File: src/rtl/branch_flush_ctrl.sv
`default_nettype none
// ============================================================================
// Module  : branch_flush_ctrl
// Brief   : Execute-stage branch sequencer, flags register and branch counters
// Revision: 1.0
// ============================================================================
module branch_flush_ctrl #(
    parameter int FLUSH_CYCLES = 2,
    parameter int CNT_W        = 16
) (
    input  logic             clk,
    input  logic             reset,
    input  logic             StallE,
    input  logic             BranchE,
    input  logic             CondExE,
    input  logic [3:0]       Flags_prim,
    output logic [3:0]       FlagsE,
    output logic             PCSrcE,
    output logic             FlushD,
    output logic             FlushE,
    output logic             Busy,
    output logic [CNT_W-1:0] BranchCount,
    output logic [CNT_W-1:0] TakenCount
);

    typedef enum logic [0:0] {
        S_RUN   = 1'b0,
        S_FLUSH = 1'b1
    } state_t;

    localparam logic [3:0] C_FLUSH_LAST = 4'(FLUSH_CYCLES - 1);

    state_t           state_q;
    logic [3:0]       cnt_q;
    logic             flush_q;
    logic [3:0]       flags_q, flags_d;
    logic [CNT_W-1:0] bcnt_q, bcnt_d;
    logic [CNT_W-1:0] tcnt_q, tcnt_d;

    logic w_valid;
    logic w_taken;

    // A stalled or squashed slot never qualifies, so X on BranchE/CondExE is masked here.
    assign w_valid = (state_q == S_RUN) && !StallE;
    assign w_taken = w_valid && BranchE && CondExE;

    always_ff @(posedge clk or posedge reset) begin
        if (reset) begin
            state_q <= S_RUN;
            cnt_q   <= 4'd0;
            flush_q <= 1'b0;
        end else begin
            case (state_q)
                S_RUN: begin
                    if (w_taken) begin
                        state_q <= S_FLUSH;
                        cnt_q   <= C_FLUSH_LAST;
                        flush_q <= 1'b1;
                    end
                end
                S_FLUSH: begin
                    if (cnt_q == 4'd0) begin
                        state_q <= S_RUN;
                        flush_q <= 1'b0;
                    end else begin
                        cnt_q <= cnt_q - 4'd1;
                    end
                end
                default: begin
                    state_q <= S_RUN;
                    cnt_q   <= 4'd0;
                    flush_q <= 1'b0;
                end
            endcase
        end
    end

    always_comb begin
        flags_d = flags_q;
        bcnt_d  = bcnt_q;
        tcnt_d  = tcnt_q;
        if (w_valid && CondExE) begin
            flags_d = Flags_prim;
        end
        if (w_valid && BranchE && (bcnt_q != {CNT_W{1'b1}})) begin
            bcnt_d = bcnt_q + CNT_W'(1);
        end
        if (w_taken && (tcnt_q != {CNT_W{1'b1}})) begin
            tcnt_d = tcnt_q + CNT_W'(1);
        end
    end

    always_ff @(posedge clk or posedge reset) begin
        if (reset) begin
            flags_q <= 4'd0;
            bcnt_q  <= '0;
            tcnt_q  <= '0;
        end else begin
            flags_q <= flags_d;
            bcnt_q  <= bcnt_d;
            tcnt_q  <= tcnt_d;
        end
    end

    assign PCSrcE      = w_taken && !reset;
    assign FlushD      = flush_q;
    assign FlushE      = flush_q;
    assign Busy        = flush_q;
    assign FlagsE      = flags_q;
    assign BranchCount = bcnt_q;
    assign TakenCount  = tcnt_q;

endmodule
`default_nettype wire

File: config.mk
export PLATFORM = sky130hd
export DESIGN_NAME = branch_flush_ctrl
export DESIGN_NICKNAME = d
export VERILOG_FILES = /design/src/rtl/branch_flush_ctrl.sv
export SDC_FILE = /design/constraint.sdc
export NUM_CORES = 1
export LEC_CHECK = 0
export CAP_MARGIN = 20
export CORE_ASPECT_RATIO = 0.5
export CORE_UTILIZATION = 53
export DETAILED_ROUTE_END_ITERATION = 16
export GPL_ROUTABILITY_DRIVEN = 0
export PLACE_DENSITY = 0.88
export SETUP_SLACK_MARGIN = 0.1
export SYNTH_ARGS = -nofsm -noshare
export SYNTH_HDL_FRONTEND = slang
export SYNTH_SLANG_ARGS = --single-unit
File: constraint.sdc
create_clock -name clk -period 5 [get_ports clk]
set_clock_uncertainty 0.05 [all_clocks]
set_input_delay 1.5 -clock clk [delete_from_list [all_inputs] [get_ports clk]]
set_output_delay 1.5 -clock clk [all_outputs]
set_load 0.01 [all_outputs]
Yosys cells after proc, flatten, opt, wreduce, memory -nomap -nowiden

Cells that the tools add are included.

Bits in registers: 42
Word-level logic and storage cells: 36

Add/sub/neg operators: 3
Reductions and logical operators: 12
Eq/ne operators: 5
Multiplexer cells: 9
Bitwise operators: 1

Operators with widths:

| cell                                             | count |
|---|---|
| adder 16 x 1 -> 16 bit, second input constant    | 2 |
| != test 16 bit, second input constant            | 2 |
| two-way mux 4 bit                                | 2 |
| case mux 4 bit (2 select lines)                  | 1 |
| logical AND 1 bit                                | 7 |
| logical NOT 4 bit                                | 1 |
| two-way mux 1 bit                                | 4 |
| != test 2 bit, second input constant             | 2 |
| case mux 1 bit (2 select lines)                  | 2 |
| AND reduction 2 bit                              | 2 |
| subtractor 4 x 1 -> 4 bit, second input constant | 1 |
| logical NOT 1 bit                                | 2 |
| != test 2 x 1 -> 1 bit, second input constant    | 1 |
| inverter 1 bit                                   | 1 |

Longest topological paths before layout

Depth in word-level cells: 6
Depth in mapped cells: 6

Least setup slack after synthesis

No wires, ideal clock.

Path type: input-to-output
Start point: input port StallE
End point: output port PCSrcE
Path buffers: 1
Setup slack: 1.438 ns
Required time: 3.450 ns
Stages on the path: 3
Arrival time: 2.012 ns
Cells stage by stage: nand4bb_4 buf_6 nor2_1

Cells in the longest elaborated chain, start to end: 5

RTL lines:

| what                            | line | source |
|---|---|---|
| from (decl)                     | 13   | `input logic StallE,` |
| logical NOT 1 bit               | 44   | `assign w_valid = (state_q == S_RUN) && !StallE;` |
| logical AND 1 bit               | 44   |  |
| logical AND 1 bit (2 in series) | 45   | `assign w_taken = w_valid && BranchE && CondExE;` |
| logical AND 1 bit               | 105  | `assign PCSrcE = w_taken && !reset;` |
| to (decl)                       | 18   | `output logic PCSrcE,` |

Every way passes these cells.

Worst setup path in the final report

Ends and elaborated chain as after synthesis.

==> results.txt <==
Data required, critical path: 3.45 ns
VDD IR max: 0.294 mV
Asr flop ratio synth: 1.00
Nets@finish: 250
Fin crit period: 4.53 ns
Detailed Place HPWL: 3100 um
Global-route wire length before repair: 7200 um
Leak: 1.17 nW
Top-area cell type share of the netlist area: 0.502
Total track usage: 0.226
FP Rows: 15
Die Wd: 90.9 um
Clock sink count: 42
Warnings, synthesis: 0
Hold-fix buffers, CTS: 0
Most frequent cell after synthesis: dfrtp_1
Post-synth EDFFs: 0
Status: finished clean
Drt total wl: 4390 um
Max-cap violations: 0
Layout cells sized above 1: 0.109
Fin. max-slew vios: 0
Remaining DRCs: 0
R2r startpoint: BranchCount[0]$_DFFE_PP0P_
Die H: 46.4 um
CORE AREA: 0.00360 mm^2
Vias: 1639
Worst-Skew Late Latency: 0.30 ns
Fin Setup TNS: 0 ns
Vias in the first global route: 1529
Initial core utilization: 0.581
Pin count of the biggest net entering global routing: 43
Hold WC Path Type: register to register
TritonCTS buffer count: 5
I/O Buffers: 48
Clock transition at path regs: 0.08 ns
Startpoint types: input pin
Post-Syn Nets: 201
Area Overhead vs Synth: 28.4%
H-tree Lvls: 2
Diodes inserted: 0
Most frequent cells after synthesis: dfrtp_1, xor2_1, nand4_1
Synth Area per Inst: 11.1 um^2
Worst-path fanout max: 11
CP most frequent cell: clkdlybuf4s50_1
Synth Cell Area: 0.00209 mm^2
CP startpoint: StallE
First-pass detailed-route iteration total: 4
Relative slew margins: 0.554
Post-CTS Setup Inserts: 0
Routed WL per cell: 15.2 um
Sequential fraction of the synthesis area: 0.502
Critical Path End Type: output port
Final ANT Viol Nets: 0
I/O pins: 49
Least-Margin Pin Slew: 0.668 ns
Initial antenna violation count: 0
CP delay by family, top: buffers and inverters
RSZ-0062 raised after global routing: no
Crit Path Category: input pin to output port
Main synth FF type: dfrtp_1
Cell taking the most area after synthesis: dfrtp_1
Fin. Hold Viols: 0
Cell variety after synth: 37
Die ar.: 0.00422 mm^2
Final period utilization: 0.907
Crit path max-delay cell type: clkdlybuf4s50_1
Post-CTS sizing: 0
1st-iter DRT viols: 73
Clock Path Buffers: 2
Hold path start: TakenCount[15]$_DFFE_PP0P_
CTS root buf: clkbuf_8
Setup violators final: 0
CTS tree: yes
FMAX: 221 MHz
Pwr dens: 402 mW/mm^2
Slowest Stage Delay on Critical Path: 0.54 ns
WP buf/inv: 2
Area contributors post-synth: dfrtp_1, xor2_1, nand4_1
Cells after Synth: 188
Grt total ovfl: 0
Number of vias per cell: 5.67
Hold slack: 0.454 ns
Cell chain of the critical path: clkdlybuf4s50_1 > nand4bb_4 > nor2_1 > clkdlybuf4s50_1
Critical Path AT: 2.98 ns
Synth Register Bits: 42
[cells in the final DEF (no fill, tap or decap), types with 2 or more instances in the layout]
cell type | synthesis | final
nor2_1 | 7 | 7
nand2_1 | 14 | 14
a31oi_1 | 2 | 2
o21ai_0 | 4 | 4
xor2_1 | 19 | 19
and4_1 | 3 | 3
dfrtp_1 | 42 | 42
inv_1 | 5 | 5
nor4_1 | 4 | 4
nor3_1 | 5 | 5
nor3_2 | 2 | 2
and2_1 | 5 | 5
a21oi_1 | 4 | 4
clkdlybuf4s50_1 | 0 | 48
clkbuf_8 | 0 | 6
mux2_2 | 8 | 8
or2_2 | 2 | 2
nand4_1 | 15 | 15
ha_1 | 4 | 4
xnor2_1 | 8 | 8
and3_1 | 4 | 4
nand3_1 | 8 | 8
nor3b_1 | 3 | 3
[per-stage QoR]
step / total power [mW] / utilization / cell area, um^2 / instances / worst slack [ns]
6_report: 1.08 / 0.746 / 2690 / 289 / 0.467
5_1_grt: 1.13 / 0.746 / 2690 / 289 / 0.377
4_1_cts: 1.09 / 0.746 / 2690 / 289 / 0.456
3_5_place_dp: 0.854 / 0.720 / 2600 / 281 / 0.457
3_3_place_gp: 0.834 / 0.720 / 2600 / 281 / 0.497
2_1_floorplan: 0.685 / - / 2090 / 188 / 1.44
[final timing paths]
path | end | depth (start not counted) | slack, ns
max | PCSrcE | 4 | 0.47
min | TakenCount[15]$_DFFE_PP0P_ | 1 | 0.45
max reg2reg | BranchCount[1]$_DFFE_PP0P_ | 5 | 3.02
min reg2reg | TakenCount[15]$_DFFE_PP0P_ | 1 | 0.45
max in group asynchronous | BranchCount[9]$_DFFE_PP0P_ | 3 | 2.93
min in group asynchronous | TakenCount[5]$_DFFE_PP0P_ | 3 | 1.61
[flip-flops by register name, summed over array words and instances (netlist names)]
| register | count |
|---|---|
| Busy | 1 |
| TakenCount | 16 |
| state_q | 1 |
| FlagsE | 4 |
| BranchCount | 16 |
| cnt_q | 4 |
[worst reg2reg max path, cell delays in order, from the launching register on]
cell	delay [ns]
dfrtp_1	0.45
ha_1	0.21
and2_1	0.17
nand4_1	0.22
o21ai_0	0.38
mux2_2	0.38
[cells by family after synthesis]
family | Yosys count | synth area share
buf+inv | 12 | 0.0323
xor+xnor | 27 | 0.113
compound gates | 16 | 0.0484
fa+ha+maj | 4 | 0.0239
mux | 8 | 0.0430
simple gates | 79 | 0.237
flops | 42 | 0.502
[layer usage]
metal	GRT usage	routed length, um
met5	0	0
met3	0.0561	137
met1	0.283	2010
met2	0.389	2170
met4	0.102	76
[final cells by class]
class	count	area [um^2]
sequential	42	1050
multi-input combinational	134	975
fill	255	916
timing repair buffer	49	488
clock buffer	7	86.3
tap	51	63.8
inverter	5	18.8
clock inverter	1	5.00
[power breakdown]
| group | switching (mW) | internal, mW | leakage [nW] |
|---|---|---|---|
| combinational | 0.145 | 0.203 | 0.576 |
| sequential | 0.0844 | 0.417 | 0.548 |
| clock | 0.119 | 0.112 | 0.0482 |
Power figures use the tool's default switching activity.
